===== src/rtl/mux16_rr_sched.sv =====
// Round-robin owner of a shared 16:1 mux select with a grant hold, release handshake and hold-time limit.
// Grant is visible 1 clock after a request; back-to-back handover on release, no idle gap when others wait.
module mux16_rr_sched #(
  parameter int N        = 16,
  parameter int SELW     = 4,
  parameter int MAX_HOLD = 8
) (
  input  logic            clk,
  input  logic            rst,
  input  logic [N-1:0]    req,
  input  logic            done,
  output logic [SELW-1:0] sel,
  output logic [N-1:0]    grant,
  output logic            valid,
  output logic            timeout
);

  localparam int HW = $clog2(MAX_HOLD);

  typedef enum logic {S_IDLE, S_GRANT} state_t;

  state_t          r_state, w_nxt_state;
  logic [SELW-1:0] r_sel, w_nxt_sel;
  logic [N-1:0]    r_grant, w_nxt_grant;
  logic            r_valid, w_nxt_valid;
  logic            r_timeout, w_nxt_timeout;
  logic [SELW-1:0] r_ptr, w_nxt_ptr;
  logic [HW-1:0]   r_hold, w_nxt_hold;

  logic [SELW-1:0] w_start;
  logic [SELW-1:0] w_win;
  logic            w_found;
  logic            w_hold_lim;
  logic            w_release;

  // On a release the search restarts just past the owner, so the owner is considered last.
  assign w_start = (r_state == S_GRANT) ? r_sel + SELW'(1) : r_ptr;

  always_comb begin
    w_found = 1'b0;
    w_win   = '0;
    for (int i = N - 1; i >= 0; i--) begin
      if (req[w_start + SELW'(i)]) begin
        w_found = 1'b1;
        w_win   = w_start + SELW'(i);
      end
    end
  end

  assign w_hold_lim = (r_hold == HW'(MAX_HOLD - 1));
  assign w_release  = done || !req[r_sel] || w_hold_lim;

  always_comb begin
    w_nxt_state   = r_state;
    w_nxt_sel     = r_sel;
    w_nxt_grant   = r_grant;
    w_nxt_valid   = r_valid;
    w_nxt_timeout = 1'b0;
    w_nxt_ptr     = r_ptr;
    w_nxt_hold    = r_hold;
    case (r_state)
      S_IDLE: begin
        if (w_found) begin
          w_nxt_state = S_GRANT;
          w_nxt_sel   = w_win;
          w_nxt_grant = {{(N-1){1'b0}}, 1'b1} << w_win;
          w_nxt_valid = 1'b1;
          w_nxt_hold  = '0;
        end
      end
      S_GRANT: begin
        if (w_release) begin
          w_nxt_ptr     = r_sel + SELW'(1);
          // Only a pure hold-limit release counts as a timeout.
          w_nxt_timeout = w_hold_lim && !done && req[r_sel];
          w_nxt_hold    = '0;
          if (w_found) begin
            w_nxt_sel   = w_win;
            w_nxt_grant = {{(N-1){1'b0}}, 1'b1} << w_win;
          end else begin
            w_nxt_state = S_IDLE;
            w_nxt_grant = '0;
            w_nxt_valid = 1'b0;
          end
        end else begin
          w_nxt_hold = r_hold + HW'(1);
        end
      end
      default: w_nxt_state = S_IDLE;
    endcase
  end

  always_ff @(posedge clk or posedge rst) begin
    if (rst) begin
      r_state   <= S_IDLE;
      r_sel     <= '0;
      r_grant   <= '0;
      r_valid   <= 1'b0;
      r_timeout <= 1'b0;
      r_ptr     <= '0;
      r_hold    <= '0;
    end else begin
      r_state   <= w_nxt_state;
      r_sel     <= w_nxt_sel;
      r_grant   <= w_nxt_grant;
      r_valid   <= w_nxt_valid;
      r_timeout <= w_nxt_timeout;
      r_ptr     <= w_nxt_ptr;
      r_hold    <= w_nxt_hold;
    end
  end

  assign sel     = r_sel;
  assign grant   = r_grant;
  assign valid   = r_valid;
  assign timeout = r_timeout;

endmodule


===== config.mk =====
export PLATFORM = sky130hd
export DESIGN_NAME = mux16_rr_sched
export DESIGN_NICKNAME = d
export VERILOG_FILES = /design/src/rtl/mux16_rr_sched.sv
export SDC_FILE = /design/constraint.sdc
export NUM_CORES = 1
export LEC_CHECK = 0
export CORE_MARGIN = 2
export CORE_UTILIZATION = 50
export DETAILED_ROUTE_END_ITERATION = 12
export PLACE_DENSITY = 0.8
export SETUP_SLACK_MARGIN = 0.3
export SLEW_MARGIN = 20
export SYNTH_ARGS = -nofsm -noshare
export SYNTH_HDL_FRONTEND = slang
export SYNTH_SLANG_ARGS = --single-unit

===== constraint.sdc =====
create_clock -name clk -period 10.35 [get_ports clk]
set_clock_uncertainty 0.2 [all_clocks]
set_input_delay 2.07 -clock clk [delete_from_list [all_inputs] [get_ports clk]]
set_output_delay 2.07 -clock clk [all_outputs]
set_load 0.05 [all_outputs]

==> Word level (Yosys, flattened, before mapping) <==
Cells that the tools add are included.
W data, S select, Z words.
{ "op_classes": {"n_div": 0, "addsub": 17, "magnitude_cmp": 17, "n_eq_ne": 4, "bitwise_logic": 1, "n_mux": 86, "reduce_logical": 9, "multipliers": 0, "n_shift": 1} }
{ "ops": {"columns": ["cell", "count"], "rows": [
  ["$lt A4 B5 Y1 const B", 17],
  ["$mux W4", 19],
  ["$bmux W1 S4", 17],
  ["$mux W16", 3],
  ["$mux W1", 40],
  ["$add A4 B4 Y4 const B", 8],
  ["$pmux W16 S2", 1],
  ["$add A4 B3 Y4 const B", 4],
  ["$shl A1 B4 Y16 const A", 1],
  ["$add A4 B1 Y4 const B", 2],
  ["$add A4 B2 Y4 const B", 2],
  ["$pmux W4 S2", 1],
  ["$mux W3", 2],
  ["$pmux W3 S2", 1],
  ["$ne A2 B2 Y1 const B", 2],
  ["$pmux W1 S2", 2],
  ["$reduce_and A2 Y1", 2],
  ["$add A3 B1 Y3 const B", 1],
  ["$eq A3 B3 Y1 const B", 1],
  ["$reduce_and A3 Y1", 1],
  ["$logic_and A1 B1 Y1", 2],
  ["$logic_not A1 Y1", 2],
  ["$logic_or A1 B1 Y1", 2],
  ["$ne A2 B1 Y1 const B", 1],
  ["$not A1 Y1", 1]
]} }
{ "totals": {"output_inout_bits": 22, "latchBits": 0, "inputBits": 19, "mem_bits_rw": 0, "memories": 0, "regBits": 30, "romBits": 0, "elab_cells": 142} }

==> Logic depth before layout (Yosys ltp) <==
Gate-level depths: netlist of run 1.
{ "logic_depth": {"depth_word": 25, "mapped_depth": 19} }

==> Least setup slack after synthesis of run 1 <==
OpenSTA, ideal clock, no wires.
{ "synth_path": {"kind": "register to register", "startpoint": "register r_sel[1], in the netlist sel[1]", "endpoint": "register r_hold[0]", "path_slack_ns": 5.201, "t_arrival_ns": 4.831, "path_stages_with_launch": 15, "period_less_slack_ns": 5.149, "cell_sequence": "dfrtp_1 > ha_1 > mux2i_2 > inv_2 > ha_1 > xnor2_1 > mux4_2 > nand2_1 > nand3_2 > or4_4 > or4_4 > inv_1 > ha_1 > nor3_1 > a21o_1"} }
{ "synth_via": {"elab_chain_cells": 22, "word_cells_on_any_way": 73, "classes_between": "add/sub: 16; eq/ne: 1; mux: 53; reduce/logical: 3"} }
{ "synth_lines": {"columns": ["element", "line_no", "text"], "rows": [
  ["start: declaration", "23", "logic [SELW-1:0] r_sel, w_nxt_sel;"],
  ["start signal: assignment", "104", "r_sel <= w_nxt_sel;"],
  ["$add A4 B1 Y4", "37", "assign w_start = (r_state == S_GRANT) ? r_sel + SELW'(1) : r_ptr;"],
  ["$mux W4", "37", null],
  ["$add A4 B4 Y4", "43", "if (req[w_start + SELW'(i)]) begin"],
  ["$bmux W1 S4", "43", null],
  ["$mux W1 (implied by the code)", "43", null],
  ["$mux W1 (16 in a row)", "43", null],
  ["$ne A2 B2 Y1 (no line)", null, null],
  ["end signal: assignment", "109", "r_hold <= w_nxt_hold;"],
  ["end: declaration", "28", "logic [HW-1:0] r_hold, w_nxt_hold;"]
]} }
Parallel ways exist; a longest one is shown, timed or not. The select of a mux whose other input is x is not followed.
A chain may end at the register's enable or synchronous reset.

==> Worst setup path after layout of run 1 <==
{ "layout_path": {"startpoint": "input port req[9]", "endpoint": "register r_grant[6], in the netlist grant[6]"} }
{ "layout_via": {"elab_chain_cells": 22, "word_cells_on_any_way": 77, "classes_between": "eq/ne: 2; shift: 1; mux: 70; reduce/logical: 4"} }
{ "layout_lines": {"columns": ["element", "line_no", "text"], "rows": [
  ["start: declaration", "10", "input logic [N-1:0] req,"],
  ["$bmux W1 S4", "43", null],
  ["$mux W1 (implied by the code)", "43", null],
  ["$mux W4 (16 in a row)", "43", null],
  ["$shl A1 B4 Y16", "66, 79", null],
  ["$mux W16", "77", "if (w_found) begin"],
  ["$mux W16", "72", "if (w_release) begin"],
  ["$pmux W16 S2", "61", "case (r_state)"],
  ["end signal: assignment", "105", "r_grant <= w_nxt_grant;"],
  ["end: declaration", "24", "logic [N-1:0] r_grant, w_nxt_grant;"]
]} }
Parallel ways exist; a longest one is shown, timed or not. The select of a mux whose other input is x is not followed.

==> results of run 1 <==
-- registers in the layout, summed over array words and instances, names as in the netlist --
signal / cells
valid: 1
r_state: 1
r_hold: 3
timeout: 1
r_ptr: 4
grant: 16
sel: 4
-- Yosys cell counts, drive strengths merged (5+ instances only) --
| library cell | instances | area, um^2 |
|---|---|---|
| dfrtp | 30 | 751 |
| xnor2 | 16 | 140 |
| a21oi | 24 | 131 |
| nor3 | 8 | 40.0 |
| nor2 | 21 | 78.8 |
| a22o | 9 | 78.8 |
| mux2 | 19 | 218 |
| buf | 11 | 109 |
| mux2i | 31 | 352 |
| nand2 | 43 | 161 |
| a21o | 7 | 52.6 |
| mux4 | 21 | 492 |
| o211ai | 7 | 52.6 |
| ha | 11 | 138 |
| inv | 11 | 46.3 |
| nand3 | 19 | 100 |
| clkbuf | 8 | 30.0 |
| or3 | 5 | 31.3 |
| o21ai | 25 | 125 |
| nand4 | 6 | 37.5 |
-- routing by layer --
| layer | up-vias | wire (um) | GRT usage |
|---|---|---|---|
| met5 | - | 0 | 0 |
| met1 | 1643 | 4420 | 0.374 |
| met2 | 245 | 4800 | 0.448 |
| li1 | 1573 | - | - |
| met4 | 0 | 533 | 0.148 |
| met3 | 49 | 1090 | 0.0489 |
-- kinds of logic after synthesis --
group	after synthesis	share of synthesized area
and+or+nand+nor	120	0.159
AOI/OAI and AO/OA	108	0.211
muxes	71	0.291
buffers and inverters	32	0.0543
DFF	30	0.206
xor gates and xnor gates	17	0.0409
adders and majority gates	11	0.0378
-- layout make-up --
class | count | area share
Clock buffer | 5 | 0.0165
Clock inverter | 3 | 0.00963
Inverter | 13 | 0.0141
Multi-Input combinational cell | 327 | 0.648
Sequential cell | 30 | 0.181
Tap cell | 99 | 0.0298
Timing Repair Buffer | 43 | 0.102
-- critical path, cell delays in order --
cell	delay, ns
clkdlybuf4s50_1	0.51
mux4_2	0.53
mux2i_1	0.45
mux2i_1	0.34
a2111oi_0	0.92
nand2_1	0.11
o2111ai_1	0.19
o31ai_2	0.18
nor3_1	0.45
a22o_1	0.23
-- final timing paths --
| kind | start | to | slack (ns) | depth (start not counted) |
|---|---|---|---|---|
| min in group asynchronous | rst | r_state | 1.97 | 2 |
| worst min-delay path | grant[10] | grant[10] | 0.30 | 2 |
| worst min register to register | grant[10] | grant[10] | 0.30 | 2 |
| worst max-delay path | req[9] | grant[6] | 4.39 | 10 |
| worst max register to register | r_state | grant[6] | 4.58 | 13 |
| max in group asynchronous | rst | grant[2] | 7.57 | 2 |
-- stage by stage --
stage          cells  hold WS [ns]  instance area [um^2]  utilization  worst slack (ns)
2_1_floorplan    389         0.257                  3640            -              5.20
3_3_place_gp     512         0.274                  4050        0.567              4.36
3_5_place_dp     512         0.279                  4050        0.567              4.29
4_1_cts          520         0.296                  4160        0.583              4.57
5_1_grt          520         0.313                  4160        0.583              4.26
6_report         520         0.297                  4160        0.583              4.39
==> metrics.csv, run 1 <==
stage;metric;value;unit
run_status;status;finished clean;
clock_network;cts_max_level;2;
drt;detail_route.wl_per_cell;20.9;um
global_routing;grt_pass1_wl;17400;um
die;fp.dieArea;7980;um^2
clock_network;clockBufferDepth;2;
clock_network;cts_tree;yes;
drt;viasPerCell;6.75;
final_layout;layout-drive-gt1-share;0.143;
critical_path;crit_type;primary input to flip-flop;
drt;drc;0;
critical_path;crit_path_max_fanout;7;
synth;synth-seq-cells;30;
synth;syn_area;3640;um^2
synth;synthArstFlopShare;1.00;
clock_network;postCtsSetupRepairBufs;0;
flow_run;maxCapViolations;0;
critical_path;required;10.37;ns
global_routing;grt_max_degree;31;
timing;slew_violations;0;
drt;drtAntennaViolNets;0;
timing;setup_viol;0;
clock_network;path_clk_slew;0.06;ns
synth;synth_edf_count;0;
synth;ys_warn_count;0;
global_routing;grt-ovfl-total;0;
clock_network;clk_latency;0.28;ns
die;coreArea;7140;um^2
final_layout;final_cell_mix;nand2_1 (43), clkdlybuf4s50_1 (40), dfrtp_1 (30);
timing;finalHoldViolCount;0;
timing;relSlewSlack;0.297;
clock_network;cts_sinks;30;
timing;setup_tns;0;ns
synth;synth.net_count;419;
clock_network;root_buffer;clkbuf_8;
synth;syn_avg_cell_area;9.36;um^2
final_layout;fin_nets;450;
critical_path;setup.worst_path.end_class;flip-flop;
final_layout;antennaDiodeCount;0;
synth;netlist_instances;389;
die;dieWidth;89.4;um
final_layout;multi_input_area;2690;um^2
global_routing;antenna_found_initial;0;
timing;fmax;168;MHz
global_routing;grtUsageTotal;0.284;
critical_path;worstPathArrival;5.98;ns
timing;timing.final.crit_period;5.96;ns
drt;wl;10800;um
drt;num_vias;3510;
clock_network;cts_buffers;5;
die;ios;41;
die;start_util;0.510;
drt;firstDrtPassIters;9;
critical_path;crit_path_start_kind;primary input;
clock_network;cts_hold_buf;0;
global_routing;grt_pass1_vias;3425;
synth;seq_area_frac_synth;0.206;
timing;max_slew.worst_pin.slew;1.05;ns
hold_path;hold_path_class;flip-flop to flip-flop;
final_layout;final_common_cell;nand2_1;
final_layout;area_growth;14.2;%
timing;fin_crit_sh;0.576;
placement;gp_congestion;1.00;
clock_network;ctsResizeCount;0;
drt;drt_iter0_drc;477;
final_layout;seq_area;751;um^2
placement;hpwl;7960;um
placement;port_buffers;40;
timing;grt_setup_unrepaired;no;
die;fp-row-count;31;
die;die_height;89.4;um
final_layout;nFillCells;622;
synth;synth.distinct_cells;66;
synth;ys.flop_type;dfrtp_1;
Power of run 1 is not shown: default switching activity piles up to over one toggle a cycle in this logic, so the estimate is an artifact.
==> inputs of run 2 (changes only) <==
==> constraint.sdc (replaced) <==
create_clock -name clk -period 5.95 [get_ports clk]
set_clock_uncertainty 0.2 [all_clocks]
set_input_delay 1.19 -clock clk [delete_from_list [all_inputs] [get_ports clk]]
set_output_delay 1.19 -clock clk [all_outputs]
set_load 0.05 [all_outputs]
==> run 2 against run 1 <==
  * Critical path depth rose by 1
  * Global-route usage barely moved
  * Final area increased by 0.75%
  * Highest routed layer unchanged
  * Core utilization is 0.44 points higher
  * Worst hold slack got worse by 0.0063 ns
  * Count of clock-buffer cells in the layout rose by 1
  * Sequential share of layout area decreased by 0.13 points
  * First-iteration DRC count decreased by 4.8%
  * Non-clock buffer count increased by 4
  * Register-to-register slack lost 3.9 ns
  * Flip-flop and latch count did not move
  * Cell count rose by 0.77%
==> metrics.csv, run 2 (synthesized netlist as in run 1, its figures left out) <==
stage;metric;value;unit;change
clock_network;cts_sinks;30;;unchanged
final_layout;final_common_cell;nand2_1;;
die;start_util;0.510;;unchanged
placement;placed_cell_area;4080;um^2;+0.74%
clock_network;cts_buffers;5;;unchanged
clock_network;clockBufferDepth;2;;unchanged
global_routing;grt_pass1_vias;3402;;-0.67%
clock_network;path_clk_slew;0.06;ns;about the same
die;coreArea;7140;um^2;unchanged
drt;drc;0;;unchanged
critical_path;crit_path_max_fanout;16;;+9
critical_path;required;5.96;ns;-4.41 ns
hold_path;hold_path_class;flip-flop to flip-flop;;
die;fp-row-count;31;;unchanged
flow_run;maxCapViolations;0;;unchanged
drt;firstDrtPassIters;5;;-4
die;fp.dieArea;7980;um^2;unchanged
drt;drtAntennaViolNets;0;;unchanged
timing;setup_ws;0.632;ns;-3.76 ns
timing;grt_setup_unrepaired;no;;
clock_network;cts_max_level;2;;unchanged
final_layout;area_growth;15.0;%;
final_layout;seq_area;751;um^2;unchanged
final_layout;fin_area;4190;um^2;+0.75%
clock_network;cts_hold_buf;0;;unchanged
die;ios;41;;unchanged
placement;hpwl;8160;um;+2.5%
timing;relSlewSlack;0.392;;+0.0946
timing;finalHoldViolCount;0;;unchanged
global_routing;grt-ovfl-total;0;;unchanged
timing;fin_crit_sh;0.894;;
clock_network;clk_latency;0.28;ns;about the same
clock_network;ctsResizeCount;0;;unchanged
critical_path;worstPathArrival;5.33;ns;-0.65 ns
clock_network;postCtsSetupRepairBufs;0;;unchanged
timing;max_slew.worst_pin.slew;0.912;ns;-0.134 ns
die;dieWidth;89.4;um;unchanged
timing;slew_violations;0;;unchanged
final_layout;multi_input_area;2690;um^2;unchanged
final_layout;layout-drive-gt1-share;0.148;;+0.00572
timing;timing.final.crit_period;5.32;ns;
critical_path;crit_type;flip-flop to flip-flop;;
drt;detail_route.wl_per_cell;20.6;um;-1.2%
global_routing;grtUsageTotal;0.285;;+0.000412
timing;setup_viol;0;;unchanged
final_layout;largest_register_ffs;16;;unchanged
drt;wl;10800;um;-0.48%
final_layout;final_cell_mix;nand2_1 (43), clkdlybuf4s50_1 (40), dfrtp_1 (30);;
timing;fmax;188;MHz;
critical_path;setup.worst_path.end_class;flip-flop;;
clock_network;root_buffer;clkbuf_8;;
global_routing;grt_pass1_wl;17600;um;+0.83%
drt;viasPerCell;6.81;;+0.82%
die;die_height;89.4;um;unchanged
critical_path;crit_path_start_kind;flip-flop;;
global_routing;antenna_found_initial;0;;unchanged
drt;drt_iter0_drc;454;;-4.8%
run_status;status;finished clean;;
placement;port_buffers;40;;unchanged
timing;setup_tns;0;ns;unchanged
clock_network;cts_tree;yes;;
placement;gp_congestion;1.01;;+0.53%
placement;pre_cts_slack;0.728;ns;-3.56 ns
final_layout;fin_nets;454;;+0.89%
final_layout;nFillCells;647;;+4.0%
drt;num_vias;3566;;+1.6%
final_layout;antennaDiodeCount;0;;unchanged
global_routing;grt_max_degree;31;;unchanged
critical_path;r2r_slack;0.63;ns;-3.95 ns
## run 2: changes by cell type in the layout (fill, tap and decap cells not counted)
cell,delta
buf_4,+4
clkinvlp_4,+1
clkinv_2,-2
clkbuf_1,+1
## run 2: final timing paths
| path | start | to | cells past startpoint |
|---|---|---|---|
| min reg2reg | grant[2] | grant[2] | 2 |
| min in group asynchronous | rst | valid | 2 |
| max in group asynchronous | rst | r_ptr[3] | 2 |
| max | sel[0] | grant[5] | 11 |
| min | grant[2] | grant[2] | 2 |
| max reg2reg | sel[0] | grant[5] | 11 |
## run 2: per-stage QoR
step                instances  hold slack [ns]   util
floorplan                 389            0.257      -
global route              524            0.328  0.587
CTS                       524            0.297  0.587
finish                    524            0.291  0.587
detailed placement        516            0.277  0.572
global placement          516            0.274  0.572
## run 2: per-layer routing
layer	share of wire	track usage	up-vias
li1	-	-	1582
met1	0.41	0.394	1725
met2	0.47	0.461	226
met3	0.086	0.0295	33
met4	0.032	0.107	0
met5	0	0	-
## run 2: critical path: stages (launching register included)
cell and delay (ns):
dfrtp_1 0.60, ha_1 0.33, mux2i_2 0.56, ha_1 0.53
clkinv_1 0.39, mux4_1 0.47, mux2i_4 0.29, nand3_2 0.13
or4_4 0.58, or4_4 0.57, a21oi_4 0.38, a22o_1 0.22
## run 2: cell type report
type	count	area share
clock buffers	6	0.0173
clock inverters	2	0.00896
inverters	13	0.0140
multi-input cells	327	0.643
flip-flops and latches	30	0.179
well taps	99	0.0296
repair buffers	47	0.108
Power of run 2 is left out for the same reason.
